`src/rtl/branch_resolve_rv32i.sv`:
```
// rtl/branch_resolve_rv32i.sv - EX-stage branch/jump resolver with PC redirect and wrong-path flush
module branch_resolve_rv32i #(
   parameter int FLUSH_CYCLES = 2,
   parameter int CNT_W        = 16
) (
   input  logic             clk,
   input  logic             rst,
   input  logic             stall_i,
   input  logic             ex_valid_i,
   input  logic             is_branch_i,
   input  logic             is_jal_i,
   input  logic             is_jalr_i,
   input  logic [2:0]       funct3_i,
   input  logic [31:0]      pc_i,
   input  logic [31:0]      imm_i,
   input  logic [31:0]      rs1_i,
   input  logic             eq_i,
   input  logic             neq_i,
   input  logic             lt_i,
   input  logic             ge_i,
   input  logic             ltu_i,
   input  logic             geu_i,
   output logic             redirect_o,
   output logic [31:0]      target_o,
   output logic [31:0]      link_o,
   output logic             flush_o,
   output logic             misalign_o,
   output logic             illegal_o,
   output logic [CNT_W-1:0] taken_count_o
);

   typedef enum logic {IDLE, FLUSH} state_t;

   state_t      state, state_next;
   logic [3:0]  flush_cnt, flush_cnt_next;

   logic        accept;
   logic        cond_taken;
   logic        cond_illegal;
   logic        taken;
   logic [31:0] jalr_sum;
   logic [31:0] target_calc;
   logic        do_redirect;
   logic        do_misalign;
   logic        do_illegal;

   // Resolve the EX instruction: pick the comparator flag, compute the target, classify the outcome
   always_comb begin
      cond_taken   = 1'b0;
      cond_illegal = 1'b0;
      taken        = 1'b0;
      jalr_sum     = rs1_i + imm_i;
      target_calc  = pc_i + imm_i;
      accept       = ex_valid_i & ~stall_i & (state == IDLE)
                     & (is_jal_i | is_jalr_i | is_branch_i);

      case (funct3_i)
         3'b000:  cond_taken = eq_i;
         3'b001:  cond_taken = neq_i;
         3'b100:  cond_taken = lt_i;
         3'b101:  cond_taken = ge_i;
         3'b110:  cond_taken = ltu_i;
         3'b111:  cond_taken = geu_i;
         default: cond_illegal = 1'b1;
      endcase

      // JAL wins over JALR, which wins over a conditional branch
      if (is_jal_i) begin
         taken = 1'b1;
      end else if (is_jalr_i) begin
         taken       = 1'b1;
         target_calc = {jalr_sum[31:1], 1'b0};
      end else begin
         taken = cond_taken;
      end

      // A target with bit 1 set is reported instead of being fetched
      do_redirect = accept & taken & ~target_calc[1];
      do_misalign = accept & taken & target_calc[1];
      do_illegal  = accept & ~is_jal_i & ~is_jalr_i & cond_illegal;
   end

   // FSM state and flush counter registers
   always_ff @(posedge clk) begin
      if (rst) begin
         state     <= IDLE;
         flush_cnt <= 4'd0;
      end else begin
         state     <= state_next;
         flush_cnt <= flush_cnt_next;
      end
   end

   // Next-state logic: a redirect arms the flush window, which counts down only when not stalled
   always_comb begin
      state_next     = state;
      flush_cnt_next = flush_cnt;
      case (state)
         IDLE: begin
            if (do_redirect) begin
               state_next     = FLUSH;
               flush_cnt_next = 4'(FLUSH_CYCLES);
            end
         end
         FLUSH: begin
            if (!stall_i) begin
               flush_cnt_next = flush_cnt - 4'd1;
               if (flush_cnt == 4'd1) state_next = IDLE;
            end
         end
         default: begin
            state_next     = IDLE;
            flush_cnt_next = 4'd0;
         end
      endcase
   end

   assign flush_o = (state == FLUSH);

   // Registered results: pulses last one cycle, target/link hold until the next accepted transfer
   always_ff @(posedge clk) begin
      if (rst) begin
         redirect_o    <= 1'b0;
         misalign_o    <= 1'b0;
         illegal_o     <= 1'b0;
         target_o      <= 32'd0;
         link_o        <= 32'd0;
         taken_count_o <= '0;
      end else begin
         redirect_o <= do_redirect;
         misalign_o <= do_misalign;
         illegal_o  <= do_illegal;
         if (accept) target_o <= target_calc;
         if (accept && (is_jal_i || is_jalr_i)) link_o <= pc_i + 32'd4;
         if (do_redirect && (taken_count_o != {CNT_W{1'b1}}))
            taken_count_o <= taken_count_o + 1'b1;
      end
   end

endmodule

```
`config.mk`:
```
export PLATFORM = sky130hd
export DESIGN_NAME = branch_resolve_rv32i
export DESIGN_NICKNAME = d
export VERILOG_FILES = /design/src/rtl/branch_resolve_rv32i.sv
export SDC_FILE = /design/constraint.sdc
export NUM_CORES = 1
export LEC_CHECK = 0
export CORE_MARGIN = 2
export CORE_UTILIZATION = 54
export CTS_BUF_LIST = sky130_fd_sc_hd__clkbuf_4 sky130_fd_sc_hd__clkbuf_8 sky130_fd_sc_hd__clkbuf_16
export DETAILED_ROUTE_END_ITERATION = 16
export PLACE_DENSITY = 0.88
export SYNTH_ARGS = -nofsm -noshare
export SYNTH_HDL_FRONTEND = slang
export SYNTH_SLANG_ARGS = --single-unit
export TNS_END_PERCENT = 20
```
`constraint.sdc`:
```
create_clock -name clk -period 6.6 [get_ports clk]
set_input_delay 0.99 -clock clk [delete_from_list [all_inputs] [get_ports clk]]
set_output_delay 0.99 -clock clk [all_outputs]
set_load 0.005 [all_outputs]
```
## Word-level counts from Yosys, hierarchy flattened

Cells that the tools add are included.

| storage, ports and cells | value |
|---|---|
| register bits | 88 |
| bits of input ports | 112 |
| output and inout port bits | 84 |
| logic and storage cells | 57 |

| operators by class | value |
|---|---|
| add/subtract/negate cells | 5 |
| equal/unequal tests | 9 |
| muxes and demuxes | 13 |
| bitwise gates (word level) | 16 |
| reductions and logical operators | 6 |

Operators with widths:

| cell | count |
|---|---|
| $add A32 B32 Y32 | 2 |
| $mux W32 | 2 |
| $add A32 B3 Y32 const B | 1 |
| $add A16 B1 Y16 const B | 1 |
| $ne A16 B16 Y1 const B | 1 |
| $eq A3 B3 Y1 const B | 4 |
| $and A1 B1 Y1 | 9 |
| $mux W4 | 2 |
| $pmux W4 S2 | 1 |
| $mux W1 | 6 |
| $pmux W1 S6 | 1 |
| $reduce_or A6 Y1 | 1 |
| $not A1 Y1 | 5 |
| $eq A4 B1 Y1 const B | 1 |
| $ne A2 B2 Y1 const B | 2 |
| $sub A4 B1 Y4 const B | 1 |
| $eq A3 B1 Y1 const B | 1 |
| $logic_not A3 Y1 | 1 |
| $logic_and A1 B1 Y1 | 2 |
| $or A1 B1 Y1 | 2 |
| $pmux W1 S2 | 1 |
| $reduce_and A2 Y1 | 1 |
| $logic_or A1 B1 Y1 | 1 |

## Depth between registers and ports, before layout

| depth | value |
|---|---|
| word-level depth | 8 |
| depth in mapped cells | 11 |
| gate-level depth less buffers | 11 |

## Worst setup path after synthesis

OpenSTA, ideal clock, no wires.

| path | value |
|---|---|
| path kind | input to register |
| from | input imm_i[0] |
| to | register target_o[20] |
| setup time | 0.119 ns |
| arrival time | 3.254 ns |
| path slack | 3.226 ns |
| stages on the path | 11 |
| path through | and2_1 -> fa_1 -> a21o_1 -> a221o_2 -> a2111oi_0 -> o21ba_2 -> or2_2 -> o22ai_1 -> or3_1 -> nand3_1 -> a21oi_1 |

| between the ends | value |
|---|---|
| longest elaborated chain between the ends | 3 |
| elaborated cells between the ends (all ways) | 4 |
| classes of those cells | add/sub (2); mux (2) |

Ends and longest elaborated chain:

| item | line | RTL |
|---|---|---|
| start, declared | 15 | `input logic [31:0] imm_i,` |
| $add A32 B32 Y32 (on tied branches) | 53, 52 |  |
| $mux W32 | 70 | `end else if (is_jalr_i) begin` |
| $mux W32 * | 68 | `if (is_jal_i) begin` |
| end signal, assigned | 133 | `if (accept) target_o <= target_calc;` |
| end, declared | 24 | `output logic [31:0] target_o,` |

Mark *: on every way between the ends. The rest lies on a longest branch, timed or not.
A chain may end at the register's enable or synchronous reset.

## Worst setup path in the final report

| path | value |
|---|---|
| from | input stall_i |
| to | register taken_count_o[15] |

| between the ends | value |
|---|---|
| longest elaborated chain between the ends | 7 |

Ends and longest elaborated chain:

| item | line | RTL |
|---|---|---|
| start, declared | 8 | `input logic stall_i,` |
| $not A1 Y1 | 54 | `accept = ex_valid_i & ~stall_i & (state == IDLE)` |
| $and A1 B1 Y1 (2 in series) | 54 |  |
| $and A1 B1 Y1 | 55 | `& (is_jal_i \| is_jalr_i \| is_branch_i);` |
| $and A1 B1 Y1 (2 in series) | 78 | `do_redirect = accept & taken & ~target_calc[1];` |
| $logic_and A1 B1 Y1 | 135 | `if (do_redirect && (taken_count_o != {CNT_W{1'b1}}))` |
| end signal, assigned | 136 | `taken_count_o <= taken_count_o + 1'b1;` |
| end, declared | 29 | `output logic [CNT_W-1:0] taken_count_o` |

No other way between the ends.

==> impl_results.md <==
- Yosys reg bits: 88
- Worst setup SP type: input port
- Yosys top cell area share: 0.245
- Die Span X: 119 um
- Layout Nets: 1275
- Worst Setup SP: stall_i
- Synth area leaders: dfxtp_1 25%, ha_1 11%, xnor2_1 5.6%
- Drc violations: 0
- Final setup violation count: 0
- Number of synthesized flops with an enable pin: 0
- Hold_ws: 0.456 ns
- Ratio of cells with drive above 1 in the final layout: 0.0464
- Fmax: 263 MHz
- Fin Setup TNS: 0 ns
- Post-CTS Resized: 0
- Largest net degree at the start of global routing: 73
- Vias in the first global route: 7336
- Required time of the critical path: 6.82 ns
- Cell Pwr Density: 180 mW/mm2
- Most numerous cell in the Yosys netlist: nor2_1
- Power Total: 1.73 mW
- Vias/cell: 6.02
- Core ar.: 0.0131 mm2
- YS warnings: 0
- H-tree Lvls: 3
- CP Data Arrival Time: 4.02 ns
- Worst slew pin tran: 0.808 ns
- Peak supply drop: 0.119 mV
- CTS Buffer Depth: 2
- Slew margin rel.: 0.461
- Yosys top cell by area: dfxtp_1
- Worst Path Buf+Inv: 2
- Async SR Flop Fraction: 0
- Fin area: 0.00957 mm2
- Area growth syn-to-layout: 33.4%
- Count of input and output buffers: 195
- Sequential area share after synthesis: 0.245
- FF+latch area: 0.00176 mm2
- Final hold vios: 0
- Cell count after synthesis: 919
- Synth Flop Type: dfxtp_1
- HP Class: flop to flop
- Crit path kind: input port to flop
- RD Place Congestion: 0.986
- RSZ-0062 raised after global routing: false
- Placed Area: 0.00928 mm2
- Clk sinks: 88
- Wire length per cell: 17.5 um
- Initial antenna violation count: 0
- Final wirelength: 22300 um
- Clock slew at reported path FFs: 0.07 ns
- Cell Area, Synth: 0.00718 mm2
- Setup bufs post-CTS: 0
- Maximum fanout along the worst path: 44
- Dpl hpwl: 17000 um
- Ant diodes: 0
- Routed vias: 7687
- Critical path cell sequence: clkdlybuf4s50_1 > nor3b_1 > o31a_1 > buf_4 > o311a_1 > and3_1 > nand2_1 > nor3_1 > nand3_1 > xor2_1 > nor2_1
- Max-Cap Viols: 0
- DR iter-0 viols: 529
- CTS Hold Bufs: 0
- Filler cell count: 999
- Area taken by multi-input logic gates: 0.00522 mm2
- DIE AREA: 0.0142 mm2
- Fin. max-slew vios: 0
- Leak: 3.71 nW
- Synthesized Nets: 1098
- Num CTS Buffers: 9
- Clk_skew: 0.00512 ns
- Die Height: 119 um
- Initial Util: 0.548
- CP Capture Type: flop
- Worst skew pair latency: 0.36 ns
- I/O pin total: 196
- Synth top cells by count: 101 x nor2_1, 88 x dfxtp_1, 77 x a21oi_1, 65 x ha_1, 64 x nand2_1
- Cell Rows: 42
- DRT antenna net count: 0
- Worst path top cell family by delay: simple AND/OR/NAND/NOR gates
- Syn Area/Cell: 7.81 um2
- Worst path max stage delay: 0.50 ns
- GRT Total Usage: 0.310
- Cell variety after synth: 72
- Hold Crit Start: target_o[0]
- Drt first pass iters: 6
- Period utilisation layout: 0.576
- Slowest CP cell: nor3b_1
- Root Driver: clkbuf_16
- Global-route wire length before repair: 35500 um
- Status: completed
- Worst r2r src: flush_o
- CTS tree: built
- Grt total ovfl: 0
- Tmin final: 3.80 ns
-- metal layers --
layer / up-vias / wire length [um] / track usage
li1: 3732 / - / -
met1: 3560 / 9150 / 0.372
met2: 322 / 10600 / 0.533
met3: 73 / 1530 / 0.0479
met4: 0 / 999 / 0.162
met5: - / 0 / 0
-- logic make-up (layout without fill, tap and decap cells) --
logic type | Yosys count | after routing | share of synthesized area
xor gates and xnor gates | 88 | 88 | 0.107
and+or+nand+nor | 323 | 323 | 0.219
adders and majority gates | 67 | 67 | 0.119
muxes | 11 | 11 | 0.0173
buffers and inverters | 59 | 240 | 0.0312
AOI/OAI and AO/OA | 283 | 283 | 0.260
DFF | 88 | 88 | 0.245
-- registers in the layout, indices dropped and copies added, names as in the netlist --
| signal | cells |
|---|---|
| taken_count_o | 16 |
| redirect_o | 1 |
| flush_o | 1 |
| illegal_o | 1 |
| target_o | 32 |
| link_o | 32 |
| flush_cnt | 4 |
| misalign_o | 1 |
-- worst min-delay path, stage by stage, from the launching register on --
cell and delay [ns]:
dfxtp_1 0.31, nand2_1 0.05, a21oi_1 0.05
-- cells in the final DEF (no fill, tap or decap), drive strengths merged, types with 42 or more instances in the layout --
cell type and n:
ha 65, xor2 42, a211oi 45, nand2 65
clkdlybuf4s50 194, nor2 101, xnor2 46, o21ai 63
a21oi 77, dfxtp 88
-- stage by stage --
| step | util | setup WS (ns) | instances |
|---|---|---|---|
| 2_1_floorplan | - | 3.23 | 919 |
| 4_1_cts | 0.731 | 2.80 | 1276 |
| 6_report | 0.731 | 2.80 | 1276 |
| 3_5_place_dp | 0.709 | 2.47 | 1261 |
| 5_1_grt | 0.731 | 2.51 | 1276 |
| 3_3_place_gp | 0.709 | 2.58 | 1261 |
-- final timing paths --
kind,to,cells after the start,slack [ns]
setup reg to reg,taken_count_o[15],10,3.55
hold reg to reg,target_o[0],2,0.46
setup / recovery,taken_count_o[15],11,2.80
hold / removal,target_o[0],2,0.46
-- report_power, final --
| group | total (mW) | switching (mW) | internal [mW] |
|---|---|---|---|
| combinational | 0.614 | 0.321 | 0.293 |
| clock | 0.529 | 0.235 | 0.294 |
| sequential | 0.582 | 0.0191 | 0.563 |
-- layout make-up --
class                      count  share of cell area
clock buffer                   9              0.0235
clock inverter                 6             0.00706
inverter                      24             0.00941
multi-input combinational    772               0.545
sequential                    88               0.184
tap                          176              0.0230
timing repair buffer         201               0.208
No activity file was read; power rests on OpenSTA's default activity.
